==> src/rtl/fetch_unit.sv <==
// Instruction-fetch control: drives the PC, issues req/ack reads to imem and registers IF/ID.
// One-entry hold buffer absorbs ID stalls; redirects are honoured even while a read is outstanding.
module fetch_unit #(
  parameter int              XLEN      = 32,
  parameter logic [XLEN-1:0] RESET_PC  = '0,
  parameter logic [31:0]     NOP_INSTR = 32'h00000013
) (
  input  logic            clk,
  input  logic            rst_n,
  input  logic [XLEN-1:0] pc_cur,
  output logic [XLEN-1:0] pc_next,
  output logic            pc_write,
  input  logic            stall_id,
  input  logic            flush,
  input  logic [XLEN-1:0] redirect_pc,
  output logic            imem_req,
  output logic [XLEN-1:0] imem_addr,
  input  logic            imem_ack,
  input  logic [31:0]     imem_rdata,
  output logic [XLEN-1:0] ifid_pc,
  output logic [31:0]     ifid_instr,
  output logic            ifid_valid
);

  typedef enum logic [1:0] {
    S_IDLE  = 2'd0,
    S_FETCH = 2'd1,
    S_HOLD  = 2'd2,
    S_DROP  = 2'd3
  } state_t;

  state_t          r_state;
  logic [XLEN-1:0] r_buf_pc;
  logic [31:0]     r_buf_instr;
  logic [XLEN-1:0] r_drop_addr;
  logic [XLEN-1:0] r_ifid_pc;
  logic [31:0]     r_ifid_instr;
  logic            r_ifid_valid;

  logic w_flush;
  logic w_take_mem;
  logic w_take_buf;

  // A flush in the IDLE cycle is ignored: nothing has been fetched yet.
  assign w_flush    = flush && (r_state != S_IDLE);
  assign w_take_mem = (r_state == S_FETCH) && imem_ack && !stall_id && !flush;
  assign w_take_buf = (r_state == S_HOLD) && !stall_id && !flush;

  always_comb begin
    pc_write = 1'b0;
    pc_next  = pc_cur;
    if (w_flush) begin
      pc_write = 1'b1;
      pc_next  = redirect_pc;
    end else if (w_take_mem) begin
      pc_write = 1'b1;
      pc_next  = pc_cur + XLEN'(4);
    end else if (w_take_buf) begin
      pc_write = 1'b1;
      pc_next  = r_buf_pc + XLEN'(4);
    end
  end

  // The PC only advances on ack, so pc_cur is a stable address for the whole read.
  assign imem_req  = (r_state == S_FETCH) || (r_state == S_DROP);
  assign imem_addr = (r_state == S_DROP) ? r_drop_addr : pc_cur;

  assign ifid_pc    = r_ifid_pc;
  assign ifid_instr = r_ifid_instr;
  assign ifid_valid = r_ifid_valid;

  always_ff @(posedge clk or negedge rst_n) begin
    if (!rst_n) begin
      r_state      <= S_IDLE;
      r_buf_pc     <= '0;
      r_buf_instr  <= '0;
      r_drop_addr  <= '0;
      r_ifid_pc    <= RESET_PC;
      r_ifid_instr <= NOP_INSTR;
      r_ifid_valid <= 1'b0;
    end else begin
      case (r_state)
        S_IDLE: begin
          r_ifid_instr <= NOP_INSTR;
          r_ifid_valid <= 1'b0;
          r_state      <= S_FETCH;
        end
        S_FETCH: begin
          if (flush) begin
            r_ifid_instr <= NOP_INSTR;
            r_ifid_valid <= 1'b0;
            r_buf_pc     <= '0;
            r_buf_instr  <= '0;
            if (!imem_ack) begin
              r_drop_addr <= pc_cur;
              r_state     <= S_DROP;
            end
          end else if (imem_ack) begin
            if (stall_id) begin
              r_buf_pc    <= pc_cur;
              r_buf_instr <= imem_rdata;
              r_state     <= S_HOLD;
            end else begin
              r_ifid_pc    <= pc_cur;
              r_ifid_instr <= imem_rdata;
              r_ifid_valid <= 1'b1;
            end
          end else if (!stall_id) begin
            r_ifid_instr <= NOP_INSTR;
            r_ifid_valid <= 1'b0;
          end
        end
        S_HOLD: begin
          if (flush) begin
            r_ifid_instr <= NOP_INSTR;
            r_ifid_valid <= 1'b0;
            r_buf_pc     <= '0;
            r_buf_instr  <= '0;
            r_state      <= S_FETCH;
          end else if (!stall_id) begin
            r_ifid_pc    <= r_buf_pc;
            r_ifid_instr <= r_buf_instr;
            r_ifid_valid <= 1'b1;
            r_state      <= S_FETCH;
          end
        end
        S_DROP: begin
          // Data returning here belongs to a squashed path and never reaches ID.
          r_ifid_instr <= NOP_INSTR;
          r_ifid_valid <= 1'b0;
          if (flush) begin
            r_buf_pc    <= '0;
            r_buf_instr <= '0;
          end
          if (imem_ack) r_state <= S_FETCH;
        end
        default: r_state <= S_IDLE;
      endcase
    end
  end

endmodule

==> config.mk <==
export PLATFORM = sky130hd
export DESIGN_NAME = fetch_unit
export DESIGN_NICKNAME = d
export VERILOG_FILES = /design/src/rtl/fetch_unit.sv
export SDC_FILE = /design/constraint.sdc
export NUM_CORES = 1
export LEC_CHECK = 0
export CAP_MARGIN = 40
export CELL_PAD_IN_SITES_DETAIL_PLACEMENT = 0
export CELL_PAD_IN_SITES_GLOBAL_PLACEMENT = 1
export CORE_AREA = 4 4 168 170
export CTS_CLUSTER_SIZE = 30
export DETAILED_ROUTE_END_ITERATION = 10
export DIE_AREA = 0 0 172 174
export GPL_ROUTABILITY_DRIVEN = 0
export PLACE_DENSITY = 0.77
export SLEW_MARGIN = 0
export SYNTH_ARGS = -nofsm -noshare
export SYNTH_HDL_FRONTEND = slang
export SYNTH_SLANG_ARGS = --single-unit
==> constraint.sdc <==
create_clock -name clk -period 6.45 [get_ports clk]
set_clock_uncertainty 0.05 [all_clocks]
set_input_delay 0.645 -clock clk [delete_from_list [all_inputs] [get_ports clk]]
set_output_delay 0.645 -clock clk [all_outputs]
set_load 0.02 [all_outputs]
==> results.ini <==
[route]
top_layer=met4
routedWlPerCell_microns=18.9
vias=8426
route.met2.wl_microns=13800
drt-initial-drc-count=488
wl_met1_microns=13900
drt_pass1_iterations=5
routed_wl_microns=30300
remaining_drc_errors=0
antenna_left=0
wl_met3_microns=2150
viasPerCell=5.27

[floorplanning]
dieArea_sq_um=29900
start_util=0.344
core-area_sq_um=26700
dieWidth_microns=172
rows=60
die_h_microns=174
io-pin-count=232

[yosys]
syn_area_sq_um=9200
syn_inst=1067
synth-seq-cells=163
synth_edf_count=0
synth_top_cell_by_area=dfrtp_1
yosysTopAreaCellShare=0.435
syn-num-nets=1174
synth_cell_types=57
synth_area_per_cell_sq_um=8.62
yosysWarnings=0
seq_area_frac_synth=0.444
ys.flop_type=dfrtp_1
async_flop_share=1.00
synth_area_leaders=dfrtp_1 (44%), nand2_1 (7.7%), mux2_2 (7.1%), a21oi_1 (5.5%), o21ai_0 (5.3%)

[placed_design]
dp_hpwl_microns=21200
port_buffers=231

[cells_and_area]
final_util=0.468
final_common_cell=clkdlybuf4s50_1
final_nets=1353
final_layout_size_suffix_gt1_frac=0.108
mostFrequentLayoutCells=clkdlybuf4s50_1 (230), nand2_1 (187), dfrtp_1 (160)
antenna_cells=0
fillers=2564
area_delta_synth_final_pct=35.9

[sta]
post-route-period-util=0.776
rsz0062_at_grt=false
finalCriticalPeriod_ns=5.00
hold_viol_final=0
maxSlewHeadroom=0.375
max_freq_ghz=0.200
final-setup-viol-count=0
tightest_slew_ns=0.929
slew_violations=0
setup_tns_ns=0

[setup_path]
cp_max_fo=14
startpoint=r_state[1]
timing.rr.start=r_state[1]
ff2ff_setup_slack_ns=3.01
worstPathRequired_ns=5.75
start_kind=flop
reg2reg_depth=10
end_kind=output port
crit_path_end=pc_next[30]
r2r-end=ifid_pc[22]
worst_ep_arrival_time_ns=4.31
worst-setup-path-type=flop to output port

[clock_tree]
cts_setup_buffers=0
cts_htree_levels=4
clk_latency_ns=0.43
path_clk_slew_ns=0.07
root_buffer=clkbuf_16
clockBufferDepth=2
numCtsBuffers=17
cts_tree=built
cts.sinks=163

[run]
maxCapViolCount=0

[worst_hold_path]
hold_path.class=flop to flop

[pwr]
p_leak_nw=4.93
power_density_nw_per_um2=444
irDropWorstVdd_v=0.000184

[global_routing]
grt_remaining_overflow=0
grt_pass1_wl_microns=48000
grt_usage=0.200
grt_pass1_vias=8258
grt_max_degree=87
antenna_found_initial=0

[outcome]
outcome=finished, final reports clean

-- cell usage after synthesis (3+ instances only) --
cell      count
o21ai_0      97
and3_1        4
o22a_1        3
mux2i_1      35
xnor2_1      27
nor2b_1       5
clkbuf_1     73
nor4_1        8
or3_1         3
nand2_1     189
a31oi_1      10
o211ai_1      3
ha_1          6
a221oi_1      6
dfrtp_1     160
buf_1         6
nand4_1      16
or2_2         3
a21oi_1     101
and2_1        4
buf_2        11
a22oi_1      31
mux2_2       58
nor3b_1       4
nor3_1        9
xor2_1        9
nand3_1      21
nor2_1      111
o22ai_1       4
nor4_2        4
dfstp_2       3
inv_1        11
-- layer usage --
metal	up-vias	GRT usage
li1	4088	-
met1	4039	0.282
met2	267	0.311
met3	32	0.0519
met4	0	0.0442
met5	-	0
-- state kept, by name, indices dropped and copies added (netlist names) --
name         cells
ifid_instr      32
ifid_pc         32
ifid_valid       1
r_buf_instr     32
r_buf_pc        32
r_drop_addr     32
r_state          2
-- per-stage QoR --
step	power, mW	area (sq um)	hold slack (ns)	setup WS (ns)	std cells
after floorplan	3.30	9200	0.299	3.43	1067
after global placement	4.40	11700	0.409	1.63	1558
after detailed placement	4.48	11900	0.402	1.50	1567
after CTS	5.60	12500	0.431	1.38	1600
after global routing	5.91	12500	0.467	1.09	1600
final	5.55	12500	0.427	1.45	1600
-- power by group --
part	switching, mW	leakage (nW)	internal [mW]
clock network	0.476	0.301	0.623
logic	1.46	2.58	1.19
registers	0.334	2.04	1.47
total	2.27	4.93	3.28
-- worst min path at each step --
stage                     from              end  slack (ns)  cells after the start
2_1_floorplan            rst_n   ifid_instr[10]        0.30                      0
3_3_place_gp    r_buf_instr[4]   r_buf_instr[4]        0.41                      2
3_5_place_dp             rst_n      ifid_pc[22]        0.40                      1
4_1_cts         r_buf_instr[4]   r_buf_instr[4]        0.43                      2
5_1_grt        r_buf_instr[25]  r_buf_instr[25]        0.47                      2
6_report        r_buf_instr[4]   r_buf_instr[4]        0.43                      2
-- area by class of cell --
class / instances / area [sq um] / area share
timing repair buffer: 253 / 2590 / 0.207
clock buffer: 17 / 425 / 0.0340
sequential: 163 / 4080 / 0.326
inverter: 11 / 41.3 / 0.00330
tap: 341 / 427 / 0.0341
multi-input combinational: 800 / 4750 / 0.380
clock inverter: 15 / 193 / 0.0154
-- timing repair --
action | in CTS | in global routing
gates resized for setup | 0 | 0
hold buffers | 1 | 0
endpoints found under the hold margin | 4 | 0
-- worst max-delay path, cell delays in order (launching register included) --
cell,delay [ns]
dfrtp_1,0.45
inv_1,0.13
ha_1,0.46
nand4bb_1,0.62
nor2_1,0.62
nand2_1,0.24
o311ai_0,0.53
o22a_1,0.22
clkdlybuf4s50_1,0.61
-- cell families (layout without fill, tap and decap cells) --
kind of cell               Yosys count  in the layout  synth area share
AOI/OAI and AO/OA                  271            271             0.169
xor gates and xnor gates            36             36            0.0343
adders and majority gates            6              6           0.00816
buffers and inverters              104            296            0.0449
DFF                                163            163             0.444
muxes                               93             93             0.109
and+or+nand+nor                    394            394             0.191
Note: power is estimated with default switching activity, not from simulation.
